### config.mk
export PLATFORM = sky130hd
export DESIGN_NAME = svreal_capture_fifo_flat
export DESIGN_NICKNAME = d
export VERILOG_FILES = /design/src/rtl/svreal_capture_fifo_pkg.sv /design/src/rtl/svreal_capture_fifo_if.sv /design/src/rtl/svreal_capture_fifo_align.sv /design/src/rtl/svreal_capture_fifo.sv /design/src/flat_wrapper.sv
export SDC_FILE = /design/constraint.sdc
export NUM_CORES = 1
export LEC_CHECK = 0
export ABC_AREA = 1
export CAP_MARGIN = 20
export CORE_ASPECT_RATIO = 1.25
export CORE_MARGIN = 2
export CORE_UTILIZATION = 50
export CTS_BUF_LIST = sky130_fd_sc_hd__clkbuf_2
export DETAILED_ROUTE_END_ITERATION = 12
export PLACE_DENSITY = 0.69
export SLEW_MARGIN = 25
export SYNTH_ARGS = -nofsm -noshare
export SYNTH_HDL_FRONTEND = slang
export SYNTH_HIERARCHICAL = 1
export SYNTH_SLANG_ARGS = --single-unit
### constraint.sdc
create_clock -name clk -period 3.8 [get_ports clk]
set_input_delay 1.14 -clock clk [delete_from_list [all_inputs] [get_ports clk]]
set_output_delay 1.14 -clock clk [all_outputs]
set_load 0.005 [all_outputs]
### src/rtl/svreal_capture_fifo_pkg.sv
// Shared alignment helpers and counter types for the fixed-point capture FIFO.
package svreal_capture_pkg;

    localparam int DROP_W = 8;
    typedef logic [DROP_W-1:0] drop_cnt_t;

    // Positive result means the input LSB is coarser than the output LSB.
    function automatic int align_shift(input int in_exp, input int out_exp);
        return in_exp - out_exp;
    endfunction

    function automatic longint sat_max(input int width);
        return (64'sd1 <<< (width - 1)) - 64'sd1;
    endfunction

    function automatic longint sat_min(input int width);
        return -(64'sd1 <<< (width - 1));
    endfunction

    function automatic int imax(input int a, input int b);
        return (a > b) ? a : b;
    endfunction

endpackage

### src/rtl/svreal_capture_fifo_if.sv
// Sample-in / realigned-sample-out handshake bundle of the capture FIFO.
interface svreal_capture_fifo_if #(
    parameter int IN_WIDTH  = 16,
    parameter int OUT_WIDTH = 18
);
    logic [IN_WIDTH-1:0]  in_value;
    logic                 in_valid;
    logic [OUT_WIDTH-1:0] out_value;
    logic                 out_valid;
    logic                 out_ready;

    modport master (
        output in_value, in_valid, out_ready,
        input  out_value, out_valid
    );

    modport slave (
        input  in_value, in_valid, out_ready,
        output out_value, out_valid
    );
endinterface

### src/rtl/svreal_capture_fifo_align.sv
// Combinational re-alignment of a signed fixed-point word to a new exponent/width,
// flooring on right shifts and clamping to the output range.
module svreal_align
    import svreal_capture_pkg::*;
#(
    parameter int IN_WIDTH  = 16,
    parameter int IN_EXP    = -8,
    parameter int OUT_WIDTH = 18,
    parameter int OUT_EXP   = -10
) (
    input  logic [IN_WIDTH-1:0]  in_value_i,
    output logic [OUT_WIDTH-1:0] out_value_o,
    output logic                 sat_o
);
    localparam int SHIFT = align_shift(IN_EXP, OUT_EXP);
    localparam int LSH   = (SHIFT > 0) ? SHIFT : 0;
    localparam int RSH   = (SHIFT < 0) ? -SHIFT : 0;
    localparam int EXT_W = IN_WIDTH + LSH;
    // One guard bit above both ranges keeps the signed compares exact.
    localparam int CMP_W = imax(EXT_W, OUT_WIDTH) + 1;

    localparam logic signed [CMP_W-1:0] MAX_V = CMP_W'(sat_max(OUT_WIDTH));
    localparam logic signed [CMP_W-1:0] MIN_V = CMP_W'(sat_min(OUT_WIDTH));

    logic signed [CMP_W-1:0] ext;
    logic signed [CMP_W-1:0] shifted;

    assign ext     = {{(CMP_W-IN_WIDTH){in_value_i[IN_WIDTH-1]}}, in_value_i};
    assign shifted = (ext <<< LSH) >>> RSH;

    always_comb begin
        out_value_o = shifted[OUT_WIDTH-1:0];
        sat_o       = 1'b0;
        if (shifted > MAX_V) begin
            out_value_o = MAX_V[OUT_WIDTH-1:0];
            sat_o       = 1'b1;
        end else if (shifted < MIN_V) begin
            out_value_o = MIN_V[OUT_WIDTH-1:0];
            sat_o       = 1'b1;
        end
    end
endmodule

### src/rtl/svreal_capture_fifo.sv
// Captures strobed fixed-point samples, realigns them and buffers them in a
// first-word-fall-through FIFO; samples arriving at a full FIFO are counted and dropped.
module svreal_capture_fifo
    import svreal_capture_pkg::*;
#(
    parameter int IN_WIDTH  = 16,
    parameter int IN_EXP    = -8,
    parameter int OUT_WIDTH = 18,
    parameter int OUT_EXP   = -10,
    parameter int DEPTH     = 8
) (
    input  logic                     clk,
    input  logic                     rst_n,
    svreal_capture_fifo_if.slave     bus,
    output logic                     sat_flag,
    output drop_cnt_t                drop_count,
    output logic [$clog2(DEPTH):0]   level
);
    localparam int AW = $clog2(DEPTH);

    logic [OUT_WIDTH-1:0] aligned;
    logic                 aligned_sat;

    svreal_align #(
        .IN_WIDTH  (IN_WIDTH),
        .IN_EXP    (IN_EXP),
        .OUT_WIDTH (OUT_WIDTH),
        .OUT_EXP   (OUT_EXP)
    ) u_align (
        .in_value_i  (bus.in_value),
        .out_value_o (aligned),
        .sat_o       (aligned_sat)
    );

    logic                 s1_valid_q;
    logic [OUT_WIDTH-1:0] s1_value_q;
    logic                 s1_sat_q;

    logic [OUT_WIDTH-1:0] mem_q [DEPTH];
    logic [AW:0]          wr_ptr_q, wr_ptr_d;
    logic [AW:0]          rd_ptr_q, rd_ptr_d;
    logic [OUT_WIDTH-1:0] last_q, last_d;
    logic                 sat_q, sat_d;
    drop_cnt_t            drop_q, drop_d;

    logic empty, full, pop, push, drop;

    assign empty = (wr_ptr_q == rd_ptr_q);
    assign full  = (wr_ptr_q[AW] != rd_ptr_q[AW]) &&
                   (wr_ptr_q[AW-1:0] == rd_ptr_q[AW-1:0]);
    assign pop   = !empty && bus.out_ready;
    // A full FIFO still accepts when its head leaves on the same edge.
    assign push  = s1_valid_q && (!full || pop);
    assign drop  = s1_valid_q && !push;

    always_comb begin
        wr_ptr_d = wr_ptr_q + (push ? 1'b1 : 1'b0);
        rd_ptr_d = rd_ptr_q + (pop  ? 1'b1 : 1'b0);
        last_d   = pop ? mem_q[rd_ptr_q[AW-1:0]] : last_q;
        sat_d    = sat_q | (push & s1_sat_q);
        drop_d   = (drop && (drop_q != '1)) ? drop_q + 1'b1 : drop_q;
    end

    always_ff @(posedge clk or negedge rst_n) begin
        if (!rst_n) begin
            s1_valid_q <= 1'b0;
            s1_value_q <= '0;
            s1_sat_q   <= 1'b0;
            wr_ptr_q   <= '0;
            rd_ptr_q   <= '0;
            last_q     <= '0;
            sat_q      <= 1'b0;
            drop_q     <= '0;
        end else begin
            s1_valid_q <= bus.in_valid;
            s1_value_q <= aligned;
            s1_sat_q   <= aligned_sat;
            wr_ptr_q   <= wr_ptr_d;
            rd_ptr_q   <= rd_ptr_d;
            last_q     <= last_d;
            sat_q      <= sat_d;
            drop_q     <= drop_d;
        end
    end

    always_ff @(posedge clk) begin
        if (push) begin
            mem_q[wr_ptr_q[AW-1:0]] <= s1_value_q;
        end
    end

    // When empty the last popped word stays visible (zero straight after reset).
    assign bus.out_value = empty ? last_q : mem_q[rd_ptr_q[AW-1:0]];
    assign bus.out_valid = !empty;
    assign sat_flag      = sat_q;
    assign drop_count    = drop_q;
    assign level         = wr_ptr_q - rd_ptr_q;
endmodule

### src/flat_wrapper.sv
// flat-port wrapper written by rule: the top's interface ports become plain ports
module svreal_capture_fifo_flat import svreal_capture_pkg::*;
#(
    parameter int IN_WIDTH  = 16,
    parameter int IN_EXP    = -8,
    parameter int OUT_WIDTH = 18,
    parameter int OUT_EXP   = -10,
    parameter int DEPTH     = 8
)
  (clk, rst_n, sat_flag, drop_count, level, bus_in_value, bus_in_valid, bus_out_ready, bus_out_value, bus_out_valid);
  svreal_capture_fifo_if #(.IN_WIDTH(IN_WIDTH), .OUT_WIDTH(OUT_WIDTH)) bus_i ();
  input  logic clk;
  input  logic rst_n;
  output logic sat_flag;
  output drop_cnt_t drop_count;
  output logic [$clog2(DEPTH):0] level;
  input wire logic [$bits(bus_i.in_value)-1:0] bus_in_value;
  input wire logic [$bits(bus_i.in_valid)-1:0] bus_in_valid;
  input wire logic [$bits(bus_i.out_ready)-1:0] bus_out_ready;
  output wire logic [$bits(bus_i.out_value)-1:0] bus_out_value;
  output wire logic [$bits(bus_i.out_valid)-1:0] bus_out_valid;
  assign bus_i.in_value = bus_in_value;
  assign bus_i.in_valid = bus_in_valid;
  assign bus_i.out_ready = bus_out_ready;
  assign bus_out_value = bus_i.out_value;
  assign bus_out_valid = bus_i.out_valid;
  svreal_capture_fifo #(.IN_WIDTH(IN_WIDTH), .IN_EXP(IN_EXP), .OUT_WIDTH(OUT_WIDTH), .OUT_EXP(OUT_EXP), .DEPTH(DEPTH)) u_core (.clk(clk), .rst_n(rst_n), .bus(bus_i), .sat_flag(sat_flag), .drop_count(drop_count), .level(level));
endmodule
* Word-level counts from Yosys, hierarchy flattened
Memories as Yosys holds them, arrays and structs flattened.
Cells that the tools add are included.
W data, S select, Z words.
** Storage, ports and cells
- Bits in registers :: 55
- RAM bits :: 144
- Input bits :: 20
- Output and inout port bits :: 32
- Word-level logic and storage cells :: 39
- Memories :: 1
** Memories
- u_core.mem_q :: words 8, width 18, rd ports 1, clocked after memory_dff 0, write ports 1, line svreal_capture_fifo.sv:39 : logic [OUT_WIDTH-1:0] mem_q [DEPTH];
** Operators by class
- Add/subtract/negate cells :: 4
- Order comparisons :: 2
- Equal/unequal tests :: 4
- Mux-type cells :: 9
- Bitwise gates (word level) :: 2
- Reduce and logical (&&, ||, !) cells :: 9
** Operators by type and width (number)
- $mux W18 :: 3
- $gt A18 B18 Y1 const B :: 1
- $lt A18 B18 Y1 const B :: 1
- $add A4 B4 Y4 :: 2
- $add A8 B1 Y8 const B :: 1
- $ne A8 B8 Y1 const B :: 1
- $mux W1 :: 6
- $logic_and A1 B1 Y1 :: 5
- $eq A4 B4 Y1 :: 1
- $sub A4 B4 Y4 :: 1
- $eq A3 B3 Y1 :: 1
- $logic_not A1 Y1 :: 3
- $and A1 B1 Y1 :: 1
- $logic_or A1 B1 Y1 :: 1
- $ne A1 B1 Y1 :: 1
- $or A1 B1 Y1 :: 1

* Logic depth before layout (Yosys ltp)
- Depth after elaboration :: 8
- Mapped depth :: 11
- Mapped depth without buffers :: 8

* By module
The synthesis kept the hierarchy.
** By module, submodules not included
- svreal_capture_fifo :: times used 1, cells each 829, area an instance 8545.7 um^2, seq. area each 5700.5 um^2
- svreal_align :: times used 1, cells each 20, area an instance 146.4 um^2, seq. area each 0.0 um^2

* Worst setup path before layout
Ideal clock, no wire load.
- Kind :: register -> output
- Start point :: register u_core.rd_ptr_q[2]
- End point :: output port bus_out_value[10]
- Arrival time :: 1.855 ns
- Required time :: 2.660 ns
- Setup slack :: 0.805 ns
- Cell stages (with the launch flop) :: 11
- Path buffers :: 3
- Cell sequence :: dfrtp_1 > clkinv_1 > clkbuf_1 > ha_1 > nand3_2 > nor2_4 > buf_8 > inv_6 > buf_12 > nand3_2 > nand2_1
** Between the ends
- Cells in the longest elaborated chain, start to end :: 2
- Elaborated cells between the ends (all ways) :: 3
- Those cells by class :: eq/ne (1); mux (1); memory (1)
** Ends and longest elaborated chain
- start, declared :: line svreal_capture_fifo.sv:41 : logic [AW:0] rd_ptr_q, rd_ptr_d;
- start signal, assigned :: line svreal_capture_fifo.sv:79 : rd_ptr_q <= rd_ptr_d;
- $mem_v2 Z8 W18 / $eq A4 B4 Y1 (equally long branches)
- $mux W18 (*) :: line svreal_capture_fifo.sv:93 : assign bus.out_value = empty ? last_q : mem_q[rd_ptr_q[AW-1:0]];
- end, declared :: line flat_wrapper.sv:20 : output wire logic [$bits(bus_i.out_value)-1:0] bus_out_value;
Mark *: on every way between the ends. The rest lies on a longest branch, timed or not.

* Worst setup path in the final report
- Start point :: register u_core.rd_ptr_q[1]
- End point :: output port bus_out_value[7]
Same word-level chain as after synthesis.

==> flow_summary_export.csv <==
group,metric,value,unit
pwr,power.leakage,4.57,nW
flow_run,maxCapViolCount,0,
logic_synthesis,ys_types,29,
worst_setup_path,ff2ff_path_depth,8,
worst_setup_path,crit_arrival,2.63,ns
clocking,htreeDepth,4,
floorplanning,dieHeight,151,um
run_status,outcome,"complete, no violations",
cells_and_area,finalInstanceArea,9980,um2
route,ant_nets,0,
cells_and_area,layout-drive-gt1-share,11.5,%
placed_design,place_area,9370,um2
cells_and_area,nNetsFinal,938,
logic_synthesis,yosysSeqAreaShare,65.6,%
clocking,numCtsBuffers,17,
clocking,cts_hold_buf,0,
timing,fin_skew,0.0244,ns
route,drc,0,
floorplanning,chipWidth,122,um
route,num_vias,5732,
timing,rsz0062_at_grt,"true",
route,drt-initial-drc-count,376,
placed_design,dpl.hpwl,10300,um
worst_setup_path,r2r_slack,1.51,ns
route,wire_per_inst,15.9,um
route,vias_per_cell,5.01,
logic_synthesis,yosysTopAreaCellShare,49.7,%
global_route,grtUsageTotal,21.0,%
pwr,power.total,7.66,mW
floorplanning,core_area,16900,um2
global_route,antenna_found_initial,1,
placed_design,routabilityCongestion,0.782,
timing,fin_crit_sh,99.3,%
logic_synthesis,synth_edf_count,144,
clocking,cts.reportedPaths.clkPinSlew,0.25,ns
placed_design,portBuffers,51,
worst_setup_path,worstSetupPathType,"reg -> out",
worst_setup_path,critPathRequiredTime,2.66,ns
logic_synthesis,ys_warn_count,6,
logic_synthesis,synthesis.area,8690,um2
cells_and_area,postLayoutCoreUtil,59.0,%
global_route,grt_pass1_vias,5300,
floorplanning,fp-row-count,53,
logic_synthesis,synthArstFlopShare,27.6,%
timing,fin_crit,3.77,ns
floorplanning,io_pins,52,
clocking,clockBufferDepth,2,
timing,setup_viol,0,
pwr,power_density,768,nW/um2
hold_path,hold_class,"reg -> reg",
global_route,grt_pass1_wl,28400,um
global_route,overflow,0,
logic_synthesis,synth_area_leaders,"edfxtp_1, dfrtp_1, nand2_1",
timing,drv_slew,0,
pwr,vdd_drop_max,0.000305,V
clocking,cts_sinks,199,
worst_setup_path,end_kind,"output port",
floorplanning,die-area,18500,um2
worst_setup_path,timing.rr.end,"u_core/mem_q[1][4]",
timing,relSlewSlack,50.2,%
logic_synthesis,ys_ff_latch,199,
worst_setup_path,path_max_fanout,19,
timing,fin_setup_tns,0,ns
global_route,grt_max_degree,56,
worst_setup_path,startpoint,"u_core/rd_ptr_q[1]",
clocking,cts_tree,"done",
worst_setup_path,worst_setup_path_start_kind,"flip-flop",
logic_synthesis,synth_area_per_cell,10.2,um2
floorplanning,start_util,51.4,%
timing,worst_pin_slew,0.747,ns
timing,timing.fmax,0.265,GHz
route,drt_pass1_iterations,5,
timing,finalHoldViolCount,0,
cells_and_area,nFillCells,1410,
route,wirelength,18100,um
logic_synthesis,yosysTopAreaCell,"edfxtp_1",
logic_synthesis,syn-instance-count,849,
clocking,cts-root-buf,"clkbuf_2",
worst_setup_path,endpoint,"bus_out_value[7]",
worst_setup_path,r2r-start,"u_core/rd_ptr_q[0]",
clocking,clk_latency,0.75,ns
logic_synthesis,synth_flop_cell,"edfxtp_1",
cells_and_area,syn_to_final_growth,14.8,%
critical path: stages, from the launching register on:
cell and delay [ns]:
dfrtp_1 0.47, inv_2 0.10, ha_4 0.22, nand3_4 0.08, nor2_4 0.04, buf_12 0.15, inv_12 0.12, nand3_1 0.13
nand2_1 0.07, clkdlybuf4s50_1 0.49
synthesized netlist by cell type (2+ instances only):
| cell | number |
|---|---|
| nand2_1 | 299 |
| edfxtp_1 | 144 |
| inv_1 | 121 |
| nand3_1 | 121 |
| dfrtp_1 | 55 |
| buf_4 | 21 |
| buf_2 | 18 |
| nor2_1 | 13 |
| nand3_2 | 12 |
| ha_1 | 8 |
| xor2_1 | 8 |
| buf_1 | 3 |
| buf_6 | 3 |
| clkbuf_1 | 3 |
| inv_2 | 3 |
| xnor2_1 | 3 |
| nor2_4 | 2 |
layer usage:
metal | vias up | global-route usage (%) | routed length (um)
li1 | 2816 | - | -
met1 | 2712 | 26.8 | 7420
met2 | 163 | 35.1 | 9180
met3 | 41 | 3.35 | 935
met4 | 0 | 10.1 | 588
met5 | - | 0 | 0
worst min path at each step:
stage                    startpoint                     to  slack, ns  depth (start not counted)
CTS                           rst_n  u_core/s1_value_q[17]       0.47                          2
finish              u_core/s1_sat_q        u_core/sat_flag       0.48                          2
global placement    u_core/s1_sat_q        u_core/sat_flag       0.44                          2
global route                  rst_n       u_core/last_q[6]       0.49                          2
floorplan           u_core/s1_sat_q        u_core/sat_flag       0.42                          2
detailed placement  u_core/s1_sat_q        u_core/sat_flag       0.44                          2
kinds of logic (layout without fill, tap and decap cells):
group	count (synthesis)	in the layout	share of synthesized area (%)
compound gates	2	2	0.115
other cells	1	4	0.0431
flops	199	199	65.6
buf+inv	176	247	9.40
simple gates	451	451	22.4
fa+ha+maj	9	9	1.38
xor+xnor	11	11	1.11
layout make-up:
type / count / area, um2 / area share (%)
Sequential cell: 199 / 5700 / 57.1
Antenna cell: 1 / 2.50 / 0.0251
Clock buffer: 19 / 95.1 / 0.953
Tap cell: 220 / 275 / 2.76
Multi-Input combinational cell: 476 / 2260 / 22.7
Timing Repair Buffer: 89 / 962 / 9.64
Clock inverter: 13 / 179 / 1.79
Inverter: 126 / 499 / 5.00
report_power, final:
part	total (mW)	leakage [nW]	switching (mW)	internal [mW]
registers	2.91	1.97	0.167	2.74
clock network	1.11	0.158	0.673	0.434
logic	3.64	2.44	2.07	1.57
total	7.66	4.57	2.91	4.75
placed cells by master (no fill, tap or decap), drive strengths merged, types with 2 or more instances in the layout:
cell           Yosys  routed
nand2            299     299
edfxtp           144     144
nand3            133     133
inv              125     126
dfrtp             55      55
buf               47      39
clkdlybuf4s50      0      34
clkbuf             3      19
nor2              16      16
xor2               8       8
ha                 8       8
dlymetal6s2s       0       7
dlygate4sd2        0       7
clkinv             1       6
bufinv             0       4
clkinvlp           0       3
xnor2              3       3
conb               1       3
clkdlybuf4s15      0       2
stage by stage:
step / hold slack [ns] / worst slack [ns] / cells
after floorplan: 0.418 / 0.805 / 851
after global placement: 0.440 / 0.641 / 1093
after detailed placement: 0.437 / 0.597 / 1093
after CTS: 0.471 / -0.0570 / 1139
after global routing: 0.488 / -0.126 / 1143
final: 0.480 / 0.0265 / 1143
flip-flops by register name (all words and copies together), names as in the netlist:
signal             cells
u_core/drop_count      8
u_core/last_q         18
u_core/mem_q         144
u_core/rd_ptr_q        4
u_core/s1_sat_q        1
u_core/s1_valid_q      1
u_core/s1_value_q     18
u_core/sat_flag        1
u_core/wr_ptr_q        4
repair_timing:
item                       CTS  global route
setup endpoints to repair   22            13
gates cloned                 2             0
buffers inserted            12             3
gates resized for setup     35            18
pin swaps                    4             0
Note: power is estimated with default switching activity, not from simulation.
